===== src/rtl/spi_master_cpha0_cpol1_if.sv =====
// spi_master_cpha0_cpol1_if: request/response and SPI line bundle for the SPI master.
// Defining SPI_MASTER_LOOPBACK_EN adds the IN_LOOPBACK request input.
interface spi_master_cpha0_cpol1_if #(parameter int PACK_LENGTH = 8);
  logic                   IN_START;
  logic [PACK_LENGTH-1:0] IN_TRANSMIT_DATA;
  logic                   MISO;
  logic                   MOSI;
  logic                   SCLK;
  logic                   CS;
  logic [PACK_LENGTH-1:0] OUT_RECEIVE_DATA;
  logic                   OUT_BUSY;
  logic                   OUT_DONE;
`ifdef SPI_MASTER_LOOPBACK_EN
  logic                   IN_LOOPBACK;
`endif
  modport master (
    input  IN_START, IN_TRANSMIT_DATA, MISO,
`ifdef SPI_MASTER_LOOPBACK_EN
           IN_LOOPBACK,
`endif
    output MOSI, SCLK, CS, OUT_RECEIVE_DATA, OUT_BUSY, OUT_DONE
  );
  modport slave (
    output IN_START, IN_TRANSMIT_DATA, MISO,
`ifdef SPI_MASTER_LOOPBACK_EN
           IN_LOOPBACK,
`endif
    input  MOSI, SCLK, CS, OUT_RECEIVE_DATA, OUT_BUSY, OUT_DONE
  );
endinterface


===== src/rtl/spi_master_cpha0_cpol1.sv =====
// spi_master_cpha0_cpol1: SPI master, CPOL=1 CPHA=0, MSB first, one full-duplex word per request.
// Defining SPI_MASTER_LOOPBACK_EN lets IN_LOOPBACK route the internal MOSI into the RX path.
module spi_master_cpha0_cpol1 #(
  parameter int PACK_LENGTH = 8,
  parameter int CLK_DIV     = 4
) (
  input  logic IN_CLK,
  input  logic IN_RESET,
  spi_master_cpha0_cpol1_if.master bus
);
  localparam int N  = PACK_LENGTH;
  localparam int CW = CLK_DIV > 1 ? $clog2(CLK_DIV) : 1;
  localparam int BW = $clog2(N) + 1;
  typedef enum logic [2:0] {IDLE, SETUP, LOW, HIGH, HOLD, GAP} state_t;
  state_t         state_q, state_d;
  logic [CW-1:0]  cnt_q, cnt_d;
  logic [BW-1:0]  bit_q, bit_d;
  logic [N-1:0]   tx_q, tx_d, rx_q, rx_d, rdata_q, rdata_d;
  logic           sclk_q, sclk_d, cs_q, cs_d, busy_q, busy_d, done_q, done_d;
  logic           last, accept, fall, rise, hold_end, gap_end, sample;
  assign last     = cnt_q == CW'(CLK_DIV - 1);
  assign accept   = state_q == IDLE && bus.IN_START;
  assign fall     = last && (state_q == SETUP || state_q == HIGH);
  assign rise     = last && state_q == LOW;
  assign hold_end = last && state_q == HOLD;
  assign gap_end  = last && state_q == GAP;
`ifdef SPI_MASTER_LOOPBACK_EN
  assign sample   = bus.IN_LOOPBACK ? tx_q[N-1] : bus.MISO;
`else
  assign sample   = bus.MISO;
`endif
  always_ff @(posedge IN_CLK or posedge IN_RESET)
    if (IN_RESET) begin
      state_q <= IDLE;
      cnt_q   <= '0;
      bit_q   <= '0;
      tx_q    <= '0;
      rx_q    <= '0;
      rdata_q <= '0;
      sclk_q  <= 1'b1;
      cs_q    <= 1'b1;
      busy_q  <= 1'b0;
      done_q  <= 1'b0;
    end else begin
      state_q <= state_d;
      cnt_q   <= cnt_d;
      bit_q   <= bit_d;
      tx_q    <= tx_d;
      rx_q    <= rx_d;
      rdata_q <= rdata_d;
      sclk_q  <= sclk_d;
      cs_q    <= cs_d;
      busy_q  <= busy_d;
      done_q  <= done_d;
    end
  // Every non-idle phase lasts exactly CLK_DIV cycles; bit_q counts SCLK rises.
  always_comb begin
    state_d = state_q;
    case (state_q)
      IDLE:    state_d = bus.IN_START ? SETUP : IDLE;
      SETUP:   state_d = last ? LOW : SETUP;
      LOW:     state_d = last ? (bit_q == BW'(N - 1) ? HOLD : HIGH) : LOW;
      HIGH:    state_d = last ? LOW : HIGH;
      HOLD:    state_d = last ? GAP : HOLD;
      GAP:     state_d = last ? IDLE : GAP;
      default: state_d = IDLE;
    endcase
  end
  // MOSI is the TX MSB, so clearing TX at the end of HOLD also parks MOSI low.
  always_comb begin
    cnt_d   = (state_q == IDLE || last) ? '0 : cnt_q + 1'b1;
    bit_d   = accept ? '0 : rise ? bit_q + 1'b1 : bit_q;
    tx_d    = accept ? bus.IN_TRANSMIT_DATA
            : (rise && bit_q != BW'(N - 1)) ? tx_q << 1
            : hold_end ? '0 : tx_q;
    rx_d    = accept ? '0 : fall ? {rx_q[N-2:0], sample} : rx_q;
    sclk_d  = fall ? 1'b0 : rise ? 1'b1 : sclk_q;
    cs_d    = accept ? 1'b0 : hold_end ? 1'b1 : cs_q;
    busy_d  = accept ? 1'b1 : gap_end ? 1'b0 : busy_q;
    done_d  = hold_end;
    rdata_d = hold_end ? rx_q : rdata_q;
  end
  assign bus.MOSI             = tx_q[N-1];
  assign bus.SCLK             = sclk_q;
  assign bus.CS               = cs_q;
  assign bus.OUT_RECEIVE_DATA = rdata_q;
  assign bus.OUT_BUSY         = busy_q;
  assign bus.OUT_DONE         = done_q;
endmodule


===== src/flat_wrapper.sv =====
// flat-port wrapper written by rule: the top's interface ports become plain ports
module spi_master_cpha0_cpol1_flat 
#(
  parameter int PACK_LENGTH = 8,
  parameter int CLK_DIV     = 4
)
  (IN_CLK, IN_RESET, bus_IN_START, bus_IN_TRANSMIT_DATA, bus_MISO, bus_MOSI, bus_SCLK, bus_CS, bus_OUT_RECEIVE_DATA, bus_OUT_BUSY, bus_OUT_DONE);
  spi_master_cpha0_cpol1_if #(.PACK_LENGTH(PACK_LENGTH)) bus_i ();
  input  logic IN_CLK;
  input  logic IN_RESET;
  input wire logic [$bits(bus_i.IN_START)-1:0] bus_IN_START;
  input wire logic [$bits(bus_i.IN_TRANSMIT_DATA)-1:0] bus_IN_TRANSMIT_DATA;
  input wire logic [$bits(bus_i.MISO)-1:0] bus_MISO;
  output wire logic [$bits(bus_i.MOSI)-1:0] bus_MOSI;
  output wire logic [$bits(bus_i.SCLK)-1:0] bus_SCLK;
  output wire logic [$bits(bus_i.CS)-1:0] bus_CS;
  output wire logic [$bits(bus_i.OUT_RECEIVE_DATA)-1:0] bus_OUT_RECEIVE_DATA;
  output wire logic [$bits(bus_i.OUT_BUSY)-1:0] bus_OUT_BUSY;
  output wire logic [$bits(bus_i.OUT_DONE)-1:0] bus_OUT_DONE;
  assign bus_i.IN_START = bus_IN_START;
  assign bus_i.IN_TRANSMIT_DATA = bus_IN_TRANSMIT_DATA;
  assign bus_i.MISO = bus_MISO;
  assign bus_MOSI = bus_i.MOSI;
  assign bus_SCLK = bus_i.SCLK;
  assign bus_CS = bus_i.CS;
  assign bus_OUT_RECEIVE_DATA = bus_i.OUT_RECEIVE_DATA;
  assign bus_OUT_BUSY = bus_i.OUT_BUSY;
  assign bus_OUT_DONE = bus_i.OUT_DONE;
  spi_master_cpha0_cpol1 #(.PACK_LENGTH(PACK_LENGTH), .CLK_DIV(CLK_DIV)) u_core (.IN_CLK(IN_CLK), .IN_RESET(IN_RESET), .bus(bus_i));
endmodule

===== config.mk =====
export PLATFORM = sky130hd
export DESIGN_NAME = spi_master_cpha0_cpol1_flat
export DESIGN_NICKNAME = d
export VERILOG_FILES = /design/src/rtl/spi_master_cpha0_cpol1_if.sv /design/src/rtl/spi_master_cpha0_cpol1.sv /design/src/flat_wrapper.sv
export SDC_FILE = /design/constraint.sdc
export NUM_CORES = 1
export LEC_CHECK = 0
export ABC_AREA = 1
export BUFFER_PORTS_ARGS = -buffer_cell sky130_fd_sc_hd__buf_2
export CAP_MARGIN = 20
export CELL_PAD_IN_SITES_DETAIL_PLACEMENT = 1
export CELL_PAD_IN_SITES_GLOBAL_PLACEMENT = 2
export CORE_UTILIZATION = 35
export CTS_CLUSTER_DIAMETER = 40
export DETAILED_ROUTE_END_ITERATION = 8
export HOLD_SLACK_MARGIN = 0.08
export PLACE_DENSITY = 0.77
export RECOVER_POWER = 100
export SYNTH_ARGS = -nofsm -noshare
export SYNTH_HDL_FRONTEND = slang
export SYNTH_SLANG_ARGS = --single-unit

===== constraint.sdc =====
create_clock -name IN_CLK -period 3 [get_ports IN_CLK]
set_input_delay 0.45 -clock IN_CLK [delete_from_list [all_inputs] [get_ports IN_CLK]]
set_output_delay 0.45 -clock IN_CLK [all_outputs]
set_load 0.02 [all_outputs]

==> results.toml <==
[yosys]
ys_seq_area_share_pct = 57.08
synth.distinct_cells = 24
synth.area.top_cells = "dfrtp_1 54%, nand2_1 10%, inv_1 5.5%, nand3_1 3.4%, dfstp_2 3.2%"
ys_warn_count = 0
syn_avg_cell_area_sq_um = 9.512
synthCells = 171
synth_nets = 185
synth.top_cell.area_share_pct = 53.85
syn-cell-area_sq_um = 1627
synth_area_leader_cell = "dfrtp_1"
ys_seq_elements = 37

[timing]
setup_slack_ns = 0.9523
fmax_ghz = 0.4883
period_needed_ns = 2.048
final.setup_skew_ns = 0.003306
setup-tns-final_ns = 0
slew_viol_final = 0
final-hold-violation-count = 0
rsz0062_at_grt = "false"
period_share_pct = 68.26
worst_pin_slew_ns = 0.6999
slew_headroom_pct = 53.21
setup_violations = 0

[setup_path]
end_kind = "flop"
cp.required_ns = 3.13
crit_path_max_incr_delay_ns = 0.52
cp_cell_sequence = "nor2_1, nand3_1, nand2_1, nor2_1, nand3_1"
cp_max_fo = 17
criticalPathCategory = "flop to flop"
crit_path_start_kind = "flop"
worstPathArrival_ns = 2.18
cpLargestDelayFamily = "simple AND/OR/NAND/NOR gates"
crit_slowest_cell = "nand3_1"
timing.critical_path.buf_inv = 0

[global_routing]
grtUsageMet2_pct = 23.72
grt_max_degree = 38
first_global_vias = 1262
grt-ovfl-total = 0
grt_pass1_wl_mm = 5.934
grtUsageMet3_pct = 5.195
gr-usage-all-layers_pct = 15.67
gr-usage-met1_pct = 20.41
grt-busiest-layer = "met2"
antenna_found_initial = 0

[route]
drt-total-wl_mm = 3.309
postRouteAntennaNets = 0
drc = 0
vias = 1205
wire_per_inst_um = 13.08
dr.pass1.iters = 4
via_per_inst = 4.763
drt-initial-drc-count = 34

[clocking]
post_cts_buffers = 0
cts-root-buf = "clkbuf_8"
cts_resized = 0
clock-sinks = 37
insertion_delay_ns = 0.29
clk_path_buf_depth = 2
hold_buffers = 0
htree_levels = 2
numCtsBuffers = 5
cts_tree = "done"
path_clk_slew_ns = 0.07

[finish]
drive_above_1_share_pct = 12.44
nFillCells = 534
area_growth_pct = 11.46
utilization_pct = 41.07
diodes = 0
final_nets = 214
final-instance-count-excl-fill = 253

[status]
outcome = "complete, no violations"

[floorplanning]
die_w_um = 70.17
initial_core_util_pct = 36.85
design.die.area_sq_um = 4924
fp-row-count = 24
core_sq_um = 4414
num_io_pins = 25
die_h_um = 70.17

[power_and_ir_drop]
internal_power_uw = 747.6
p_switching_uw = 230.8
power_frac_comb_pct = 7.2
switching_share_pct = 23.58
seq_power_share_pct = 53.9
ir_drop_mv = 0.2463
powerDensity_nw_per_um2 = 539.7
leakage_uw = 0.0009757
clkPwrFrac_pct = 39.0

[min_path]
hold_class = "primary input to asynchronous set/reset pin"

[job]
maxCapViolCount = 0

[placed_design]
hpwl_mm = 2.325
numPlacedInstances = 245
pre_cts_ws_ns = 1.461
port_buffers = 24
routabilityCongestion = 0.7359
metrics by stage:
| step | hold slack, ns | area, sq um | power, uW |
|---|---|---|---|
| 6_report | 0.2673 | 1813 | 978.4 |
| 5_1_grt | 0.3248 | 1813 | 1032 |
| 4_1_cts | 0.2802 | 1893 | 999.4 |
| 3_5_place_dp | 0.4421 | 1792 | 615.4 |
| 3_3_place_gp | 0.4196 | 1792 | 612.6 |
| 2_1_floorplan | 0.4079 | 1627 | 588.5 |
Yosys cell counts:
master / instances
nand2_1: 44
dfrtp_1: 35
inv_1: 24
nand3_1: 11
nor2_1: 11
o21ai_0: 8
a21oi_1: 7
o22ai_1: 6
xor2_1: 3
buf_6: 2
dfstp_2: 2
ha_1: 2
nand3_4: 2
nor2_8: 2
o211ai_1: 2
o21ai_1: 2
buf_2: 1
inv_2: 1
nand2_2: 1
nand2_4: 1
nand3_2: 1
nand4_1: 1
nor2_2: 1
nor2_4: 1
flip-flops by register name (all words and copies together), names as in the netlist:
name and flops:
u_core.bus.OUT_BUSY 1, u_core.tx_q 8, u_core.bus.OUT_RECEIVE_DATA 8, u_core.state_q 3, u_core.cnt_q 2, u_core.rx_q 8
u_core.bus.SCLK 1, u_core.bit_q 4, u_core.bus.OUT_DONE 1, u_core.bus.CS 1
cells by family after synthesis:
kind of cell | synth area share (%)
simple gates | 23.85
flops | 57.08
buf+inv | 7.461
compound gates | 8.461
xor+xnor | 1.616
fa+ha+maj | 1.538
layer usage:
metal	up-vias	share of wire, %	wire, um
li1	601	-	-
met1	579	48	1598
met2	20	46	1513
met3	5	4.1	136
met4	0	1.8	61
met5	-	0	0
final timing paths:
check | slack [ns] | end | startpoint | cells after the start
worst max-delay path | 0.95 | u_core.state_q[0] | u_core.state_q[0] | 5
worst min-delay path | 0.27 | u_core.tx_q[1] | IN_RESET | 3
worst max register to register | 0.95 | u_core.state_q[0] | u_core.state_q[0] | 5
worst min register to register | 0.45 | u_core.cnt_q[0] | u_core.cnt_q[0] | 1
max in group asynchronous | 2.38 | u_core.bus.SCLK | IN_RESET | 3
min in group IN_CLK | 0.36 | u_core.tx_q[0] | bus_IN_TRANSMIT_DATA[0] | 3
cells in the final DEF (no fill, tap or decap):
| master | count |
|---|---|
| nor2_1 | 13 |
| buf_2 | 11 |
| inv_2 | 1 |
| nor2_8 | 1 |
| o22ai_1 | 6 |
| o21ai_0 | 10 |
| o211ai_1 | 2 |
| clkbuf_8 | 7 |
| clkbuf_1 | 13 |
| dfrtp_1 | 35 |
| inv_1 | 24 |
| nand4_1 | 1 |
| nand3_1 | 14 |
| a21oi_1 | 7 |
| buf_4 | 1 |
| xor2_1 | 3 |
| nor2_2 | 1 |
| ha_1 | 2 |
| clkinv_2 | 1 |
| nand2_1 | 46 |
| dfstp_2 | 2 |
layout make-up:
type	instances	area, sq um	share of cell area, %
clock buffer	7	96.34	5.314
timing repair buffer	25	111.4	6.142
sequential	37	928.4	51.21
multi-input combinational	106	513.0	28.30
inverter	25	93.84	5.176
tap	52	65.06	3.589
clock inverter	1	5.005	0.2761
worst reg2reg max path, stage by stage (launching register included):
cell	delay, ns
dfrtp_1	0.48
nor2_1	0.14
nand3_1	0.52
nand2_1	0.11
nor2_1	0.49
nand3_1	0.15
power groups by stage:
stage | registers, uW | logic (uW) | clock network [uW]
floorplan | 543 | 45.5 | 0
CTS | 527 | 78.9 | 393
global placement | 536 | 76.8 | 0
global route | 529 | 82.4 | 420
detailed placement | 537 | 78.6 | 0
finish | 527 | 70.2 | 381
(Power assumes the default switching activity.)
